## config.mk

```make
export PLATFORM = sky130hd
export DESIGN_NAME = axi_read_arbiter
export DESIGN_NICKNAME = d
export VERILOG_FILES = /design/src/rtl/axi_read_arbiter_pkg.sv /design/src/rtl/axi_read_arbiter_rr_pick2.sv /design/src/rtl/axi_read_arbiter.sv
export SDC_FILE = /design/constraint.sdc
export NUM_CORES = 1
export LEC_CHECK = 0
export ABC_CLOCK_PERIOD_IN_PS = 3200
export BUFFER_PORTS_ARGS = -buffer_cell sky130_fd_sc_hd__buf_2
export CORE_AREA = 2 2 150 152
export DETAILED_ROUTE_END_ITERATION = 8
export DIE_AREA = 0 0 152 154
export PLACE_DENSITY = 0.5
export SYNTH_ARGS = -nofsm -noshare
export SYNTH_HDL_FRONTEND = slang
export SYNTH_HIERARCHICAL = 1
export SYNTH_SLANG_ARGS = --single-unit
```

## constraint.sdc

```tcl
create_clock -name clk -period 3.2 [get_ports clk]
set_clock_uncertainty 0.2 [all_clocks]
set_input_delay 0.16 -clock clk [delete_from_list [all_inputs] [get_ports clk]]
set_output_delay 0.16 -clock clk [all_outputs]
set_load 0.1 [all_outputs]
```

## src/rtl/axi_read_arbiter_pkg.sv

```systemverilog
// Shared definitions for the two-requester AXI read arbiter.
// Holds the controller state encoding and the fixed AR burst attributes.
// Every burst is an 8-beat, 64-bit WRAP burst.
package axi_read_arbiter_pkg;

   typedef enum logic [1:0] {
      ST_IDLE = 2'd0,
      ST_ADDR = 2'd1,
      ST_DATA = 2'd2
   } state_e;

   localparam logic [7:0] AR_LEN        = 8'd7;   // 8 beats
   localparam logic [2:0] AR_SIZE       = 3'd3;   // 8 bytes per beat
   localparam logic [1:0] AR_BURST_WRAP = 2'd2;
   localparam logic       AR_LOCK       = 1'b0;
   localparam logic [3:0] AR_CACHE      = 4'd0;
   localparam logic [2:0] AR_PROT       = 3'd6;   // instruction, non-secure, unprivileged

   localparam logic [2:0] LAST_BEAT_IDX = 3'd7;

endpackage

```

## src/rtl/axi_read_arbiter_rr_pick2.sv

```systemverilog
// rr_pick2: combinational 2-way round-robin picker.
// Ports:
//   req_i        [1:0]  request bits
//   last_grant_i        index of the requester served last
//   gnt_o        [1:0]  one-hot grant (zero when no request)
module rr_pick2 (
   input  logic [1:0] req_i,
   input  logic       last_grant_i,
   output logic [1:0] gnt_o
);

   always_comb begin
      gnt_o = 2'b00;
      case (req_i)
         2'b01:   gnt_o = 2'b01;
         2'b10:   gnt_o = 2'b10;
         // On a tie, serve whoever was not served last.
         2'b11:   gnt_o = last_grant_i ? 2'b01 : 2'b10;
         default: gnt_o = 2'b00;
      endcase
   end

endmodule

```

## src/rtl/axi_read_arbiter.sv

```systemverilog
// axi_read_arbiter: shares one AXI read master port between an instruction
// fetch requester (0) and a data load requester (1). One burst at a time.
// Ports:
//   clk, reset              clock; asynchronous active-low reset
//   req_valid/req_ready     per-requester burst handshake (ready is one-hot)
//   req_addr0/req_addr1     burst byte address per requester
//   resp_valid/data/last/err  beat forwarding to the granted requester
//   proto_err               sticky: short burst or mismatching rid seen
//   m_axi_ar*/m_axi_r*      AXI read address / read data channels
module axi_read_arbiter
   import axi_read_arbiter_pkg::*;
#(
   parameter int ID_WIDTH   = 13,
   parameter int ADDR_WIDTH = 64,
   parameter int DATA_WIDTH = 64
) (
   input  logic                  clk,
   input  logic                  reset,
   input  logic [1:0]            req_valid,
   input  logic [ADDR_WIDTH-1:0] req_addr0,
   input  logic [ADDR_WIDTH-1:0] req_addr1,
   output logic [1:0]            req_ready,
   output logic [1:0]            resp_valid,
   output logic [DATA_WIDTH-1:0] resp_data,
   output logic                  resp_last,
   output logic                  resp_err,
   output logic                  proto_err,
   output logic [ID_WIDTH-1:0]   m_axi_arid,
   output logic [ADDR_WIDTH-1:0] m_axi_araddr,
   output logic [7:0]            m_axi_arlen,
   output logic [2:0]            m_axi_arsize,
   output logic [1:0]            m_axi_arburst,
   output logic                  m_axi_arlock,
   output logic [3:0]            m_axi_arcache,
   output logic [2:0]            m_axi_arprot,
   output logic                  m_axi_arvalid,
   input  logic                  m_axi_arready,
   input  logic [ID_WIDTH-1:0]   m_axi_rid,
   input  logic [DATA_WIDTH-1:0] m_axi_rdata,
   input  logic [1:0]            m_axi_rresp,
   input  logic                  m_axi_rlast,
   input  logic                  m_axi_rvalid,
   output logic                  m_axi_rready
);

   state_e                state_q, state_d;
   logic                  grant_q, grant_d;
   logic                  last_grant_q, last_grant_d;
   logic [ADDR_WIDTH-1:0] araddr_q, araddr_d;
   logic [ID_WIDTH-1:0]   arid_q, arid_d;
   logic                  arvalid_q, arvalid_d;
   logic                  rready_q, rready_d;
   logic [2:0]            beat_q, beat_d;
   logic                  perr_q, perr_d;

   logic [1:0]            pick;
   logic                  beat;

   rr_pick2 u_pick (
      .req_i        (req_valid),
      .last_grant_i (last_grant_q),
      .gnt_o        (pick)
   );

   // Requests are only looked at in IDLE; anything else just waits.
   assign req_ready = (state_q == ST_IDLE) ? pick : 2'b00;

   assign beat       = (state_q == ST_DATA) && m_axi_rvalid;
   assign resp_valid = beat ? (grant_q ? 2'b10 : 2'b01) : 2'b00;
   assign resp_data  = m_axi_rdata;
   assign resp_last  = beat && m_axi_rlast;
   assign resp_err   = beat && (m_axi_rresp != 2'b00);
   assign proto_err  = perr_q;

   assign m_axi_arid    = arid_q;
   assign m_axi_araddr  = araddr_q;
   assign m_axi_arlen   = AR_LEN;
   assign m_axi_arsize  = AR_SIZE;
   assign m_axi_arburst = AR_BURST_WRAP;
   assign m_axi_arlock  = AR_LOCK;
   assign m_axi_arcache = AR_CACHE;
   assign m_axi_arprot  = AR_PROT;
   assign m_axi_arvalid = arvalid_q;
   assign m_axi_rready  = rready_q;

   always_comb begin
      state_d      = state_q;
      grant_d      = grant_q;
      last_grant_d = last_grant_q;
      araddr_d     = araddr_q;
      arid_d       = arid_q;
      arvalid_d    = arvalid_q;
      rready_d     = rready_q;
      beat_d       = beat_q;
      perr_d       = perr_q;

      case (state_q)
         ST_IDLE: begin
            if (pick != 2'b00) begin
               grant_d   = pick[1];
               araddr_d  = pick[1] ? req_addr1 : req_addr0;
               arid_d    = ID_WIDTH'(pick[1]);
               arvalid_d = 1'b1;
               beat_d    = 3'd0;
               state_d   = ST_ADDR;
            end
         end
         ST_ADDR: begin
            if (m_axi_arready) begin
               arvalid_d = 1'b0;
               rready_d  = 1'b1;
               state_d   = ST_DATA;
            end
         end
         ST_DATA: begin
            if (m_axi_rvalid) begin
               beat_d = beat_q + 3'd1;
               // The beat is still delivered to the granted requester.
               if (m_axi_rid != ID_WIDTH'(grant_q))
                  perr_d = 1'b1;
               if (m_axi_rlast) begin
                  // A short burst is flagged but still terminates normally.
                  if (beat_q != LAST_BEAT_IDX)
                     perr_d = 1'b1;
                  rready_d     = 1'b0;
                  last_grant_d = grant_q;
                  beat_d       = 3'd0;
                  state_d      = ST_IDLE;
               end
            end
         end
         default: state_d = ST_IDLE;
      endcase
   end

   always_ff @(posedge clk or negedge reset) begin
      if (!reset) begin
         state_q      <= ST_IDLE;
         grant_q      <= 1'b0;
         last_grant_q <= 1'b1;
         araddr_q     <= '0;
         arid_q       <= '0;
         arvalid_q    <= 1'b0;
         rready_q     <= 1'b0;
         beat_q       <= 3'd0;
         perr_q       <= 1'b0;
      end else begin
         state_q      <= state_d;
         grant_q      <= grant_d;
         last_grant_q <= last_grant_d;
         araddr_q     <= araddr_d;
         arid_q       <= arid_d;
         arvalid_q    <= arvalid_d;
         rready_q     <= rready_d;
         beat_q       <= beat_d;
         perr_q       <= perr_d;
      end
   end

endmodule

```

# After elaboration in Yosys (flattened, before gate mapping)
# Cells that the tools add are included.
[totals]
wordCells = 61
register_bits = 74
ram_bits = 0
memories = 0
output_inout_bits = 171
inputBits = 214
mem_bits_ro = 0
latchBits = 0
[classes]
magnitude_cmp = 0
bitwise = 0
addsub = 1
div_mod_pow = 0
n_reduce_logical = 16
n_shift = 0
eq_ne = 11
multipliers = 0
mux = 25
[op_table]
columns = ["operator", "n"]
rows = [
  ["$mux W64", 1],
  ["$mux W2", 8],
  ["$ne A13 B1 Y1", 1],
  ["$pmux W2 S3", 2],
  ["$reduce_bool A2 Y1", 5],
  ["$mux W3", 3],
  ["$reduce_and A3 Y1", 3],
  ["$mux W1", 8],
  ["$reduce_and A4 Y1", 2],
  ["$eq A2 B2 Y1 const B", 3],
  ["$ne A2 B2 Y1 const B", 3],
  ["$pmux W3 S2", 1],
  ["$eq A2 B1 Y1 const B", 2],
  ["$pmux W1 S2", 2],
  ["$reduce_and A2 Y1", 2],
  ["$add A3 B1 Y3 const B", 1],
  ["$logic_and A1 B1 Y1", 3],
  ["$ne A3 B3 Y1 const B", 1],
  ["$logic_not A2 Y1", 1],
  ["$ne A2 B1 Y1 const B", 1],
]

# Logic depth before layout (Yosys ltp)
# Gate-level depths: netlist (run 1).
[depth]
depth_word = 5
ltp_mapped = 7
depth_no_buf = 5

# By module
# The synthesis (run 1) kept the hierarchy.
[by_module_without_submodules]
columns = ["module", "cells_each", "area_per_inst_um2", "n_inst", "seq_area_each_um2"]
rows = [
  ["axi_read_arbiter", 437, 4312.9, 1, 1853.0],
  ["rr_pick2", 3, 18.8, 1, 0.0],
]

# Worst setup path before layout (run 1)
# Ideal clock, no wire load.
[synth_path]
path_type = "flip-flop to flip-flop"
startpoint = "register state_q[0]"
endpoint = "register last_grant_q"
path_slack_ns = 0.583
required_time_ns = 2.915
stages_incl_launch_ff = 4
period_less_slack_ns = 2.617
path_buffers = 0
setup_ns = 0.085
arrival_ns = 2.332
cell_sequence = "dfrtp_1 -> nand3b_1 -> nor2_1 -> mux2_1"
[synth_via]
elab_chain_cells = 2
[synth_rtl]
columns = ["element", "line", "text"]
rows = [
  ["from (decl)", "axi_read_arbiter.sv:46", "state_e state_q, state_d;"],
  ["from (signal assigned)", "axi_read_arbiter.sv:148", "state_q <= state_d;"],
  ["$eq A2 B2 Y1", "axi_read_arbiter.sv:97", "case (state_q)"],
  ["$reduce_and A3 Y1 (no source line)", "--", ""],
  ["to (signal assigned)", "axi_read_arbiter.sv:150", "last_grant_q <= last_grant_d;"],
  ["to (decl)", "axi_read_arbiter.sv:48", "logic last_grant_q, last_grant_d;"],
]
# No other way between the ends.
# A chain may end at the register's enable or synchronous reset.

# Worst setup path after layout (run 1)
[layout_path]
startpoint = "register last_grant_q"
endpoint = "register araddr_q[40], in the netlist m_axi_araddr[40]"
[layout_via]
elab_chain_cells = 4
word_cells_on_any_way = 5
classes_between = "mux: 3; reduce/logical: 2"
[layout_rtl]
columns = ["element", "line", "text"]
rows = [
  ["$mux W2 *", "axi_read_arbiter_rr_pick2.sv:18", "2'b11: gnt_o = last_grant_i ? 2'b01 : 2'b10;"],
  ["$pmux W2 S3 *", "axi_read_arbiter_rr_pick2.sv:14", "case (req_i)"],
  ["net pick[1]", "axi_read_arbiter.sv:56", "logic [1:0] pick;"],
  ["$reduce_bool A2 Y1", "axi_read_arbiter.sv:99", "if (pick != 2'b00) begin"],
  ["$reduce_and A2 Y1 (no source line)", "--", ""],
  ["to (signal assigned)", "axi_read_arbiter.sv:151", "araddr_q <= araddr_d;"],
  ["to (decl)", "axi_read_arbiter.sv:49", "logic [ADDR_WIDTH-1:0] araddr_q, araddr_d;"],
]
# Mark *: on every way through the listed nets, which the timed path passes. The rest lies on a longest branch.

==> flow_metrics.py, run 1 <==
metrics = {
    "global_route": {
        "gr-usage-met1": 0.126,
        "grt_max_degree": 75,
        "grt_usage": 0.129,
        "number_of_global_route_vias_before_repair": 4302,
        "antenna_found_initial": 0,
        "grt.busiest_layer": "met2",
        "grt_pass1_wl_microns": 23600,
        "globalRouteMet3Util": 0.0445,
        "grt_remaining_overflow": 0,
        "gr-usage-met2": 0.242,
    },
    "power": {
        "vdd.ir_drop.worst_uv": 570,
        "p_leak_nw": 3.21,
        "cellPowerDensity_nw_per_um2": 1200,
    },
    "critical_path": {
        "critPathArrivalTime_ns": 2.93,
        "worst-path-max-fanout": 35,
        "startpoint_type": "flip-flop",
        "setup.worst_path.class": "flip-flop to flip-flop",
        "type_of_element_capturing_the_critical_path": "flip-flop",
        "worst_ep_required_time_ns": 3.22,
        "worstRegToRegCells": 6,
    },
    "yosys": {
        "post_synth_num_cell_types": 33,
        "sequential_to_total_area_share_from_yosys_stat": 0.428,
        "post_synth_instance_area_sq_um": 4330,
        "synth-main-ff-cell": "sky130_fd_sc_hd__dfrtp_1",
        "synth-edff-count": 0,
        "asyncSetResetFlopFracSynth": 1.00,
        "syn_inst": 440,
        "synth_area_per_cell_sq_um": 9.84,
        "ys_warn_count": 6,
        "ys_ff_latch": 74,
    },
    "clock_tree": {
        "clk_path_buf_depth": 2,
        "clock-root-buffer": "sky130_fd_sc_hd__clkbuf_16",
        "cts-hold-fix-buffers": 136,
        "postCtsSetupBuffers": 0,
        "cts_made_buffers": 9,
        "tritoncts_clock_tree": "yes",
        "worst_setup_hold_path_clk_slew_ns": 0.07,
        "clkLatencyLatePin_ns": 0.34,
        "htree_num_levels": 3,
        "count_of_cells_resized_by_post_cts_repair": 0,
        "tritoncts_num_sinks": 74,
    },
    "sta": {
        "max_clock_freq_mhz": 344,
        "final_clock_period_utilization_by_the_worst_path": 0.909,
        "hold_viol": 0,
        "setup_violations": 0,
        "max-slew-margin-rel": 0.331,
        "final.setup.worst_slack_ns": 0.290,
        "grt_setup_unrepaired": "no",
        "timing.final.max_slew_violations": 0,
        "worstMarginPinSlew_ns": 1.00,
        "finalWorstPathRequiredPeriod_ns": 2.91,
        "final.hold.worst_slack_ns": 0.0448,
        "finalSetupTns_ns": 0,
    },
    "layout": {
        "syn_to_final_growth_pct": 56.9,
        "finish.net_count": 938,
        "antennaDiodeCount": 0,
        "finalNonFillerCells": 1007,
        "layout.filler_cells": 2209,
        "drive_gt1_frac": 0.345,
        "final_standard_cell_utilization_of_the_core": 0.313,
    },
    "place": {
        "place.port_buffers": 223,
        "gp_congestion": 0.699,
        "dp_hpwl_microns": 10000,
        "placed_cells": 855,
        "place_worst_setup_slack_ns": 0.823,
    },
    "drt": {
        "drtPass1Iterations": 4,
        "routed_via_density": 4.15,
        "post_route_antenna_net_violation_count": 0,
        "dr.first_iter.drc_count": 164,
        "avgRoutedWirePerCell_microns": 15.2,
        "routed-via-count": 4180,
        "drc": 0,
        "route.final.wire_length_microns": 15300,
    },
    "floorplanning": {
        "num_io_pins": 385,
        "start_util": 0.200,
        "placeableCoreArea_sq_um": 21700,
        "die_width_microns": 152,
        "die-area_sq_um": 23400,
        "fp-row-count": 54,
        "die_height_microns": 154,
    },
    "run_status": {
        "run_status": "complete, no violations",
    },
    "min_path": {
        "hold_path_depth": 4,
        "hold_path.class": "input port to flip-flop",
    },
    "flow_run": {
        "cap_viol_max_count": 0,
    },
}
[registers in the layout (all words and copies together) (netlist names)]
name	cells
m_axi_arvalid	1
state_q	2
last_grant_q	1
beat_q	3
m_axi_rready	1
grant_q	1
m_axi_araddr	64
proto_err	1
[layer usage]
metal	routed length, microns	share of wire
met2	8030	0.53
met5	0	0
met3	1300	0.085
met4	494	0.032
met1	5440	0.36
[synthesized netlist by cell type, types with 2 or more instances]
master	count	area, sq um
sky130_fd_sc_hd__mux2i_1	64	641
sky130_fd_sc_hd__inv_1	3	11.3
sky130_fd_sc_hd__nand3_1	2	10.0
sky130_fd_sc_hd__buf_4	99	743
sky130_fd_sc_hd__a32o_1	2	20.0
sky130_fd_sc_hd__nor3_1	2	10.0
sky130_fd_sc_hd__and2_1	3	18.8
sky130_fd_sc_hd__nand2_1	4	15.0
sky130_fd_sc_hd__a21o_1	3	22.5
sky130_fd_sc_hd__ha_1	2	25.0
sky130_fd_sc_hd__or2_1	2	12.5
sky130_fd_sc_hd__buf_6	5	56.3
sky130_fd_sc_hd__conb_1	2	7.51
sky130_fd_sc_hd__a21oi_1	130	651
sky130_fd_sc_hd__clkbuf_1	5	18.8
sky130_fd_sc_hd__nor2_1	7	26.3
sky130_fd_sc_hd__buf_2	17	85.1
sky130_fd_sc_hd__dfrtp_1	73	1830
[path summary, 6_finish.rpt]
path	slack, ns	to	from
max	0.29	m_axi_araddr[40]$_DFFE_PN0P_	last_grant_q$_DFFE_PN1P_
min	0.04	grant_q$_DFFE_PN0P_	req_valid[1]
max reg2reg	0.29	m_axi_araddr[40]$_DFFE_PN0P_	last_grant_q$_DFFE_PN1P_
min reg2reg	0.29	m_axi_arvalid$_DFFE_PN0P_	m_axi_arvalid$_DFFE_PN0P_
max in group asynchronous	1.81	m_axi_araddr[61]$_DFFE_PN0P_	reset
min in group asynchronous	0.34	m_axi_araddr[23]$_DFFE_PN0P_	reset
[kinds of logic (layout without fill, tap and decap cells)]
family / count (synthesis) / after routing / share of synthesized area
AOI/OAI and AO/OA: 140 / 140 / 0.168
buffers and inverters: 129 / 385 / 0.211
DFF: 74 / 74 / 0.428
muxes: 65 / 65 / 0.150
and+or+nand+nor: 27 / 27 / 0.0329
adders and majority gates: 2 / 2 / 0.00578
other: 2 / 33 / 0.00173
xor gates and xnor gates: 1 / 1 / 0.00202
[power breakdown]
part           leakage, nW  internal [mW]  switching [mW]
clock network        0.153          0.691           0.453
logic                 2.24           1.01            4.37
registers            0.822           1.39           0.273
total                 3.21           3.09            5.10
[cells in the final DEF, fill, tap and decap left out, types with 3 or more instances in the layout]
cell and count:
sky130_fd_sc_hd__nor2_1 7, sky130_fd_sc_hd__mux2i_1 64, sky130_fd_sc_hd__a21o_1 3, sky130_fd_sc_hd__buf_4 6
sky130_fd_sc_hd__nand2_1 4, sky130_fd_sc_hd__buf_2 222, sky130_fd_sc_hd__a21oi_1 130, sky130_fd_sc_hd__clkbuf_16 9
sky130_fd_sc_hd__inv_1 3, sky130_fd_sc_hd__dfrtp_1 73, sky130_fd_sc_hd__dlygate4sd3_1 136, sky130_fd_sc_hd__conb_1 33
[cell type report]
class | count | area, sq um | share of cell area
Timing Repair Buffer | 366 | 2560 | 0.376
Clock buffer | 9 | 225 | 0.0331
Sequential cell | 74 | 1850 | 0.273
Multi-Input combinational cell | 268 | 1700 | 0.250
Tap cell | 280 | 350 | 0.0515
Inverter | 3 | 11.3 | 0.00166
Clock inverter | 7 | 101 | 0.0149
[critical path, cell delays in order, from the launching register on]
cell and delay, ns:
sky130_fd_sc_hd__dfstp_2 0.39, sky130_fd_sc_hd__a21boi_4 0.14, sky130_fd_sc_hd__buf_4 0.53, sky130_fd_sc_hd__buf_4 0.57
sky130_fd_sc_hd__mux2i_1 0.27, sky130_fd_sc_hd__dlygate4sd3_1 0.57, sky130_fd_sc_hd__a21oi_1 0.07
[metrics by stage]
stage | cell area (sq um) | total power [mW]
floorplan | 4450 | 6.34
global placement | 5110 | 6.83
detailed placement | 5110 | 6.84
CTS | 6800 | 8.25
global route | 6800 | 8.58
finish | 6800 | 8.19
Note: power is estimated with default switching activity, not from simulation.
==> run 2: changes to the inputs <==
- CELL_PAD_IN_SITES_DETAIL_PLACEMENT: default -> 0
- CELL_PAD_IN_SITES_GLOBAL_PLACEMENT: default -> 1
- CORE_AREA: 2 2 150 152 -> 2 2 148 150
- DIE_AREA: 0 0 152 154 -> 0 0 150 152
- PLACE_DENSITY: 0.5 -> 0.69
- SLEW_MARGIN: default -> 15
==> run 2 against run 1 <==
Flip-flop and latch count unchanged. Critical path type is now input port to flip-flop. Critical path depth unchanged. Global-route usage decreased by 0.82 points. Sequential share of layout area increased by 0.076 points. Final cell count about the same. Sequential power about the same. Wire length decreased by 7.6%. Largest cell class unchanged. Register-to-register slack improved by 0.62 ns. Final area decreased by 0.28%. Hold slack got worse by 0.017 ns.
==> flow_metrics.py, run 2 (same netlist as run 1, synthesis figures left out) <==
metrics = {
    "drt": {
        "route.final.wire_length_microns": 14100,
        "top_layer_reached_by_signal_wires": "met4",
        "routed_via_density": 4.14,
        "post_route_antenna_net_violation_count": 0,
        "met2RoutedLength_microns": 7240,
        "met3_wire_length_microns": 1180,
        "detail_route.wirelength.met1_microns": 5370,
        "drtPass1Iterations": 4,
        "avgRoutedWirePerCell_microns": 14.0,
        "drc": 0,
        "routed-via-count": 4165,
        "dr.first_iter.drc_count": 168,
    },
    "floorplanning": {
        "die_height_microns": 152,
        "die_width_microns": 150,
        "placeableCoreArea_sq_um": 21400,
        "start_util": 0.203,
        "die-area_sq_um": 22800,
        "num_io_pins": 385,
        "fp-row-count": 54,
    },
    "critical_path": {
        "startpoint_type": "input port",
        "critPathArrivalTime_ns": 2.61,
        "type_of_element_capturing_the_critical_path": "flip-flop",
        "setup.worst_path.class": "input port to flip-flop",
        "worst-path-max-fanout": 1,
        "worst_ep_required_time_ns": 3.22,
    },
    "layout": {
        "finalInstanceArea_sq_um": 6780,
        "drive_gt1_frac": 0.343,
        "final-seq-area_sq_um": 1850,
        "syn_to_final_growth_pct": 56.5,
        "multi_input_comb_area_sq_um": 1700,
        "finish.net_count": 937,
        "flip_flop_count_of_the_largest_register_all_copies_and_words_added": 64,
        "layout.filler_cells": 2240,
        "antennaDiodeCount": 0,
        "layout.cells.most_common_list": "222 x sky130_fd_sc_hd__buf_2, 136 x sky130_fd_sc_hd__dlygate4sd3_1, 130 x sky130_fd_sc_hd__a21oi_1, 73 x sky130_fd_sc_hd__dfrtp_1, 64 x sky130_fd_sc_hd__mux2i_1",
        "most_common_library_cell_in_the_layout_ignoring_fill_and_taps": "sky130_fd_sc_hd__buf_2",
    },
    "sta": {
        "max-slew-margin-rel": 0.340,
        "final.setup.worst_slack_ns": 0.615,
        "timing.final.max_slew_violations": 0,
        "max_clock_freq_mhz": 387,
        "worstMarginPinSlew_ns": 0.990,
        "finalSetupTns_ns": 0,
        "final_clock_period_utilization_by_the_worst_path": 0.808,
        "grt_setup_unrepaired": "no",
        "finalWorstPathRequiredPeriod_ns": 2.59,
        "hold_viol": 0,
        "final.hold.worst_slack_ns": 0.0283,
        "setup_violations": 0,
    },
    "place": {
        "place.port_buffers": 223,
        "post_dp_cell_area_sq_um": 5090,
        "gp_congestion": 0.701,
        "dp_hpwl_microns": 9440,
        "place_worst_setup_slack_ns": 0.924,
    },
    "clock_tree": {
        "cts-hold-fix-buffers": 136,
        "cts_made_buffers": 9,
        "worst_setup_hold_path_clk_slew_ns": 0.06,
        "count_of_cells_resized_by_post_cts_repair": 0,
        "postCtsSetupBuffers": 0,
        "tritoncts_num_sinks": 74,
        "clk_path_buf_depth": 2,
        "clock-root-buffer": "sky130_fd_sc_hd__clkbuf_16",
        "clkLatencyLatePin_ns": 0.34,
        "htree_num_levels": 3,
        "tritoncts_clock_tree": "yes",
    },
    "min_path": {
        "hold_path.class": "input port to flip-flop",
    },
    "power": {
        "power_frac_seq": 0.206,
        "power_consumption_mw": 8.12,
        "p_leak_nw": 3.21,
        "netSwitchingPower_mw": 5.04,
        "clockPowerShare": 0.140,
        "vdd.ir_drop.worst_uv": 814,
        "power_frac_comb": 0.654,
        "cellPowerDensity_nw_per_um2": 1200,
        "power_switching_share": 0.621,
        "internal_power_mw": 3.08,
    },
    "global_route": {
        "grt_pass1_wl_microns": 21500,
        "grt_remaining_overflow": 0,
        "number_of_global_route_vias_before_repair": 4211,
        "grt_usage": 0.121,
        "grt_max_degree": 75,
        "antenna_found_initial": 0,
    },
    "flow_run": {
        "cap_viol_max_count": 0,
    },
    "run_status": {
        "run_status": "complete, no violations",
    },
}
-- run 2: area by class of cell --
cell class,instances,share of cell area
Timing Repair Buffer,365,0.374
Sequential cell,74,0.273
Multi-Input combinational cell,268,0.251
Tap cell,280,0.0517
Clock buffer,11,0.0358
Clock inverter,5,0.0126
Inverter,3,0.00166
-- run 2: per-layer routing --
layer  vias to the layer above  global-route usage
met5                         -                   0
met4                         0              0.0463
met3                        27              0.0417
met2                       201               0.224
met1                      1967               0.124
li1                       1970                   -
-- run 2: worst paths after layout --
path | start | end | slack [ns] | cells after the start
min | req_valid[1] | grant_q$_DFFE_PN0P_ | 0.03 | 4
max reg2reg | last_grant_q$_DFFE_PN1P_ | m_axi_araddr[15]$_DFFE_PN0P_ | 0.91 | 5
min in group asynchronous | reset | m_axi_araddr[28]$_DFFE_PN0P_ | 0.31 | 2
max | m_axi_rid[6] | proto_err$_DFFE_PN0P_ | 0.61 | 6
min reg2reg | m_axi_arvalid$_DFFE_PN0P_ | m_axi_arvalid$_DFFE_PN0P_ | 0.28 | 1
max in group asynchronous | reset | m_axi_araddr[16]$_DFFE_PN0P_ | 1.84 | 2
-- run 2: power by group through the flow --
stage	Sequential (mW)	Combinational, mW	Clock [mW]
2_1_floorplan	4.59	1.75	0
3_3_place_gp	1.69	5.07	0
3_5_place_dp	1.68	5.13	0
4_1_cts	1.68	5.34	1.19
5_1_grt	1.73	5.55	1.23
6_report	1.67	5.31	1.14
-- run 2: metrics by stage --
stage               utilization  std cells
finish                    0.317       1006
global placement          0.238        854
CTS                       0.317       1006
global route              0.317       1006
detailed placement        0.238        854
floorplan                     -        471
-- run 2: critical path, cell delays in order --
cell and delay, ns:
sky130_fd_sc_hd__dlygate4sd3_1 0.54, sky130_fd_sc_hd__buf_2 0.12, sky130_fd_sc_hd__or4_1 0.40, sky130_fd_sc_hd__dlygate4sd3_1 0.57, sky130_fd_sc_hd__o32a_1 0.28, sky130_fd_sc_hd__dlygate4sd3_1 0.55
